<file path="src/rtl/bcd2_to_bin.sv">
// Sequential BCD-to-binary converter (reverse double-dabble, one bit per cycle).
// Accepts NDIG packed BCD digits plus a sign flag and returns a two's-complement result.
module bcd2_to_bin #(
    parameter int NDIG  = 2,
    parameter int OUT_W = 32
) (
    input  logic             clk,
    input  logic             rst_n,
    input  logic             start,
    input  logic [3:0]       d1,
    input  logic [3:0]       d2,
    input  logic             neg,
    output logic             busy,
    output logic             done,
    output logic             err,
    output logic [OUT_W-1:0] numero
);

    localparam int BW = 4 * NDIG;
    localparam int CW = $clog2(BW);
    localparam logic [CW-1:0] LAST_CNT = CW'(BW - 1);

    typedef enum logic [1:0] {
        IDLE  = 2'd0,
        SHIFT = 2'd1,
        SIGN  = 2'd2,
        DONE  = 2'd3
    } state_t;

    state_t            state_r;
    logic [CW-1:0]     cnt_r;
    logic [2*BW-1:0]   sr_r;
    logic              neg_r;
    logic [BW-1:0]     bcd_in_s;
    logic [OUT_W-1:0]  mag_s;
    logic [OUT_W-1:0]  signed_s;

    // Returns 1 when every 4-bit digit is a legal BCD value.
    function automatic logic digits_valid(input logic [BW-1:0] v);
        logic ok;
        ok = 1'b1;
        for (int i = 0; i < NDIG; i++) begin
            if (v[4*i +: 4] > 4'd9) begin
                ok = 1'b0;
            end else begin
                ok = ok;
            end
        end
        return ok;
    endfunction

    // One reverse double-dabble step: shift right, then correct digits that reached 8 or more.
    function automatic logic [2*BW-1:0] dabble_step(input logic [2*BW-1:0] v);
        logic [2*BW-1:0] t;
        t = v >> 1;
        for (int i = 0; i < NDIG; i++) begin
            if (t[BW + 4*i +: 4] >= 4'd8) begin
                t[BW + 4*i +: 4] = t[BW + 4*i +: 4] - 4'd3;
            end else begin
                t[BW + 4*i +: 4] = t[BW + 4*i +: 4];
            end
        end
        return t;
    endfunction

    // Digit bundle, magnitude extension and conditional negation of the finished binary value.
    always_comb begin
        bcd_in_s = {d2, d1};
        mag_s    = {{(OUT_W-BW){1'b0}}, sr_r[BW-1:0]};
        if (neg_r) begin
            signed_s = ~mag_s + OUT_W'(1'b1);
        end else begin
            signed_s = mag_s;
        end
    end

    // Control FSM and datapath; every output is a register.
    always_ff @(posedge clk) begin
        if (!rst_n) begin
            state_r <= IDLE;
            cnt_r   <= '0;
            sr_r    <= '0;
            neg_r   <= 1'b0;
            busy    <= 1'b0;
            done    <= 1'b0;
            err     <= 1'b0;
            numero  <= '0;
        end else begin
            case (state_r)
                IDLE: begin
                    if (start) begin
                        neg_r <= neg;
                        if (!digits_valid(bcd_in_s)) begin
                            err     <= 1'b1;
                            numero  <= '0;
                            done    <= 1'b1;
                            state_r <= DONE;
                        end else begin
                            err     <= 1'b0;
                            sr_r    <= {bcd_in_s, {BW{1'b0}}};
                            cnt_r   <= '0;
                            busy    <= 1'b1;
                            state_r <= SHIFT;
                        end
                    end
                end
                SHIFT: begin
                    sr_r  <= dabble_step(sr_r);
                    cnt_r <= cnt_r + CW'(1'b1);
                    if (cnt_r == LAST_CNT) begin
                        state_r <= SIGN;
                    end
                end
                SIGN: begin
                    numero  <= signed_s;
                    busy    <= 1'b0;
                    done    <= 1'b1;
                    state_r <= DONE;
                end
                DONE: begin
                    done    <= 1'b0;
                    state_r <= IDLE;
                end
                default: begin
                    busy    <= 1'b0;
                    done    <= 1'b0;
                    state_r <= IDLE;
                end
            endcase
        end
    end

endmodule
</file>
<file path="config.mk">
export PLATFORM = sky130hd
export DESIGN_NAME = bcd2_to_bin
export DESIGN_NICKNAME = d
export VERILOG_FILES = /design/src/rtl/bcd2_to_bin.sv
export SDC_FILE = /design/constraint.sdc
export NUM_CORES = 1
export LEC_CHECK = 0
export ABC_AREA = 1
export CORE_UTILIZATION = 30
export DETAILED_ROUTE_END_ITERATION = 12
export GPL_ROUTABILITY_DRIVEN = 0
export GPL_TIMING_DRIVEN = 0
export HOLD_SLACK_MARGIN = 0.06
export PLACE_DENSITY = 0.63
export SETUP_SLACK_MARGIN = 0.1
export SLEW_MARGIN = 0
export SYNTH_ARGS = -nofsm -noshare
export SYNTH_HDL_FRONTEND = slang
export SYNTH_SLANG_ARGS = --single-unit
</file>
<file path="constraint.sdc">
create_clock -name clk -period 3.9 [get_ports clk]
set_input_delay 0.585 -clock clk [delete_from_list [all_inputs] [get_ports clk]]
set_output_delay 0.585 -clock clk [all_outputs]
set_load 0.02 [all_outputs]
</file>
* After elaboration in Yosys (flattened, before gate mapping)
Index checks and enable logic that the tools add are counted.
** Word-level totals
- Bits in registers :: 57
- Input port bits :: 12
- Output and inout bits :: 35
- Word-level logic and storage cells :: 63
** Cells by class
- Bitwise logic cells :: 1
- Reductions and logical operators :: 10
- Multiplexer cells :: 28
- $lt $le $gt $ge :: 4
- $add $sub $neg :: 4
- Eq/ne operators :: 8
** Operators by type and width (number)
- $mux 32 :: 3
- $pmux 32 s2 :: 1
- $add 32x1->32 const B :: 1
- $mux 16 :: 2
- $not 8->32 :: 1
- $pmux 16 s2 :: 1
- $reduce_and 3->1 :: 4
- $mux 1 :: 10
- $gt 4x4->1 const B :: 2
- $mux 4 :: 2
- $ne 2x2->1 const B :: 4
- $pmux 2 s4 :: 1
- $mux 2 :: 3
- $mux 3 :: 2
- $pmux 3 s2 :: 1
- $eq 2x2->1 const B :: 2
- $ge 3x4->1 const B :: 1
- $ge 4x4->1 const B :: 1
- $reduce_and 2->1 :: 2
- $reduce_bool 2->1 :: 2
- $sub 3x2->4 const B :: 1
- $sub 4x2->4 const B :: 1
- $add 3x1->3 const B :: 1
- $eq 3x3->1 const B :: 1
- other kinds (5) :: 5

* Logic depth before layout (Yosys ltp)
- Depth in word-level cells :: 9
- Gate-level depth with buffers :: 10
- Mapped depth without buffers :: 10

* Worst setup path before layout
OpenSTA, ideal clock, no wires.
- Kind :: register -> register
- Start point :: register state_r[0]
- End point :: register sr_r[11]
- Clock period less this slack :: 1.498 ns
- Stages on the path, launching flop included :: 11
- Library setup time :: 0.116 ns
- Required time :: 3.784 ns
- Arrival :: 1.382 ns
- Buffers on the path :: 2
- Setup slack :: 2.402 ns
- Cells stage by stage :: dfxtp_1 inv_1 ha_1 nand2_2 clkinv_2 nand3_4 nand2_4 buf_6 buf_6 a21oi_1 nor2_1
** On the way
- Word-level cells in the longest chain between the ends :: 3
- Elaborated cells between the ends (all ways) :: 7
- Classes of those cells :: eq/ne (3); mux (1); reduce/logical (3)
** Ends and longest elaborated chain
- start, declared :: RTL line 30 : state_t state_r;
- start signal, assigned :: RTL line 80 : state_r <= IDLE;
- start signal, assigned :: RTL line 97 : state_r <= DONE;
- start signal, assigned :: RTL line 103 : state_r <= SHIFT;
- $eq 2x1->1 / $logic_not 2->1 (equally long branches) :: RTL line 89 : case (state_r)
- $reduce_bool 2->1 (no source line) / $ne 2x2->1 (equally long branches)
- $reduce_and 3->1 (no source line)
- end signal, assigned :: RTL line 100 : sr_r <= {bcd_in_s, {BW{1'b0}}};
- end signal, assigned :: RTL line 108 : sr_r <= dabble_step(sr_r);
- end, declared :: RTL line 32 : logic [2*BW-1:0] sr_r;
Several ways; a longest one is shown, not always the timed one.
A chain may end at the register's enable or synchronous reset.

==> key figures <==
STA
  – Tmin final: 2.06 ns
  – Achievable Freq: 484 MHz
  – Worst Max-Slew Pin Slew: 0.585 ns
  – Min Hold Slack: 0.467 ns
  – Setup TNS: 0 ns
  – Unrepaired setup endpoints after global routing: no
  – Slew Viols, Final: 0
  – Worst clock skew: 0.00519 ns
  – Setup violations, final: 0
  – Final worst slack: 1.84 ns
  – Period utilization: 52.9%
  – Max-slew headroom: 61.0%
  – Final Hold Fails: 0

Floorplanning
  – Core Footprint: 6910 sq um
  – Die X-Extent: 87.1 um
  – Rows: 30
  – Initial Utilization: 31.4%
  – Die Span Y: 87.1 um
  – Die area: 7580 sq um
  – Ports: 47

Critical path
  – WS Path Type: reg2out
  – FF-to-FF End: state_r[0]
  – CP endpoint kind: primary output
  – R2r startpoint: state_r[1]
  – Flop-to-flop setup slack: 2.20 ns
  – Startpoint types: flip-flop
  – Worst EP required: 3.31 ns
  – WP data arrival: 1.48 ns
  – CP Max Fanout: 7
  – R2r worst-path depth: 8

Placed design
  – I/O Buffers: 45
  – DP HPWL: 3440 um
  – Placed instance area: 2740 sq um
  – Place WS: 1.86 ns

Yosys
  – Syn avg cell area: 7.38 sq um
  – Distinct cells, synth: 30
  – Yosys Warn Count: 0
  – Syn Nets: 317
  – Seq/Total Area, Yosys: 36.9%
  – Register bit total from synthesis: 40
  – Cell count after synthesis: 294
  – Synth Cell Area: 2170 sq um

Clocking
  – Clk_lat worst skew: 0.29 ns
  – Num CTS Buffers: 5
  – Root buf cell: clkbuf_8
  – Clk pin slew, worst setup/hold paths: 0.08 ns
  – Setup Buffers After CTS: 0
  – Post-CTS sizing: 0
  – Hold-fix buffers at CTS: 0
  – CTS max path bufs: 2
  – H-tree depth: 2
  – CTS Sinks: 40
  – CTS tree: built

GRT
  – M3 GR Usage: 3.03%
  – Met1 Track Usage GR: 16.5%
  – Largest net degree at the start of global routing: 13
  – GRT overflow: 0
  – Via count of the first global-routing pass: 1692
  – GR peak layer: met2
  – Global-route wire length before repair: 7750 um
  – Total Routing Usage GR: 13.0%
  – Met2 Usage GRT: 22.0%
  – Initial antenna violation count: 0

Detailed routing
  – Detailed Route Iter0 Violations: 64
  – DRT Wirelength: 4650 um
  – Wire per inst: 10.5 um
  – ANT nets after route: 0
  – Vias per cell: 4.39
  – DRC errors left: 0
  – Via count: 1944
  – DRT Pass-1 Iters: 4

Pwr
  – Tot Pwr: 1.80 mW
  – Leakage: 1.20 nW
  – Sw power: 0.740 mW
  – Switching share of power: 41.2%
  – Peak supply drop: 221 uV
  – Sequential Power Share: 34.5%
  – Pint: 1.06 mW
  – Combinational power share: 46.6%
  – Clk pwr share: 18.9%
  – Power Density: 631 nW/um^2

Layout
  – Antenna fix cells: 0
  – Fillers: 728
  – Sequential cell area: 801 sq um
  – Layout cell share with drive strength beyond 1: 16.1%
  – Post-route cell area: 2850 sq um
  – Commonest non-fill, non-tap cell in the layout: nor2_1
  – Area delta synth->final: 31.2%
  – Multi-input gate area: 1050 sq um
  – Final net count: 369
  – Most frequent cells in the layout: nor2_1 (52), clkdlybuf4s50_1 (45), dfxtp_1 (40), nand2_1 (35), a21oi_1 (32)

Worst hold path
  – Hold path start: busy
  – Worst Hold Class: reg2reg
  – Hold path endpoint: busy
  – Hold depth: 2

Outcome
  – Status: finished, final reports clean

Run
  – Maxcap violations: 0
[per-stage QoR]
| stage | instances | util [%] |
|---|---|---|
| floorplan | 294 | - |
| global placement | 435 | 39.7 |
| detailed placement | 435 | 39.7 |
| CTS | 443 | 41.3 |
| global route | 443 | 41.3 |
| finish | 443 | 41.3 |
[worst max path at each step]
stage / from / endpoint / cells after the start
floorplan: state_r[0] / sr_r[11] / 10
global placement: d2[2] / sr_r[6] / 8
detailed placement: d2[2] / sr_r[5] / 8
CTS: numero[28] / numero[16] / 2
global route: numero[28] / numero[28] / 2
finish: numero[28] / numero[16] / 2
[power by group through the flow]
| stage | Combinational, mW | Clock [mW] | Sequential [mW] |
|---|---|---|---|
| final | 0.837 | 0.339 | 0.621 |
| after floorplan | 0.588 | 0 | 0.645 |
| after global routing | 0.949 | 0.372 | 0.639 |
| after CTS | 0.841 | 0.349 | 0.618 |
| after global placement | 0.824 | 0 | 0.624 |
| after detailed placement | 0.837 | 0 | 0.627 |
[worst max-delay path: stages (launching register included)]
cell             delay (ns)
dfxtp_1                0.45
buf_4                  0.15
clkdlybuf4s50_1        0.59
[layout make-up]
type | count | share of cell area (%)
Buffer | 29 | 7.64
Clock buffer | 6 | 2.55
Clock inverter | 2 | 1.23
Inverter | 27 | 3.69
Multi-Input combinational cell | 198 | 36.8
Sequential cell | 40 | 28.1
Tap cell | 96 | 4.22
Timing Repair Buffer | 45 | 15.8
[flip-flops by register name, indices dropped and copies added, names as in the netlist]
| register | count |
|---|---|
| sr_r | 16 |
| numero | 15 |
| cnt_r | 3 |
| state_r | 2 |
| busy | 1 |
| done | 1 |
| err | 1 |
| neg_r | 1 |
[routing by layer]
layer / share of wire [%] / vias to the layer above / wire length [um]
met1: 50 / 869 / 2320
li1: - / 1034 / -
met3: 3.7 / 5 / 174
met4: 0.86 / 0 / 40
met5: 0 / - / 0
met2: 45 / 36 / 2110
[cell families (layout without fill, tap and decap cells)]
kind of cell / Yosys count / count (layout) / share of synthesized area [%]
DFF: 40 / 40 / 36.9
xor gates and xnor gates: 1 / 1 / 0.404
adders and majority gates: 11 / 11 / 6.34
AOI/OAI and AO/OA: 75 / 75 / 18.7
and+or+nand+nor: 111 / 111 / 22.8
buffers and inverters: 56 / 109 / 14.9
[cell usage after synthesis, drive strengths merged]
cell    count  area, sq um
xnor2       1         8.76
dfxtp      40          801
a31oi       1         6.26
o211ai      1         7.51
nor2       52          195
clkinv      1         5.00
nand3b      2         15.0
or2         1         6.26
nand2      47          216
o21ai      38          205
ha         11          138
nand3       9         62.6
inv        26          100
buf        25          203
a21oi      35          186
clkbuf      4         15.0
Power figures use the tool's default switching activity.
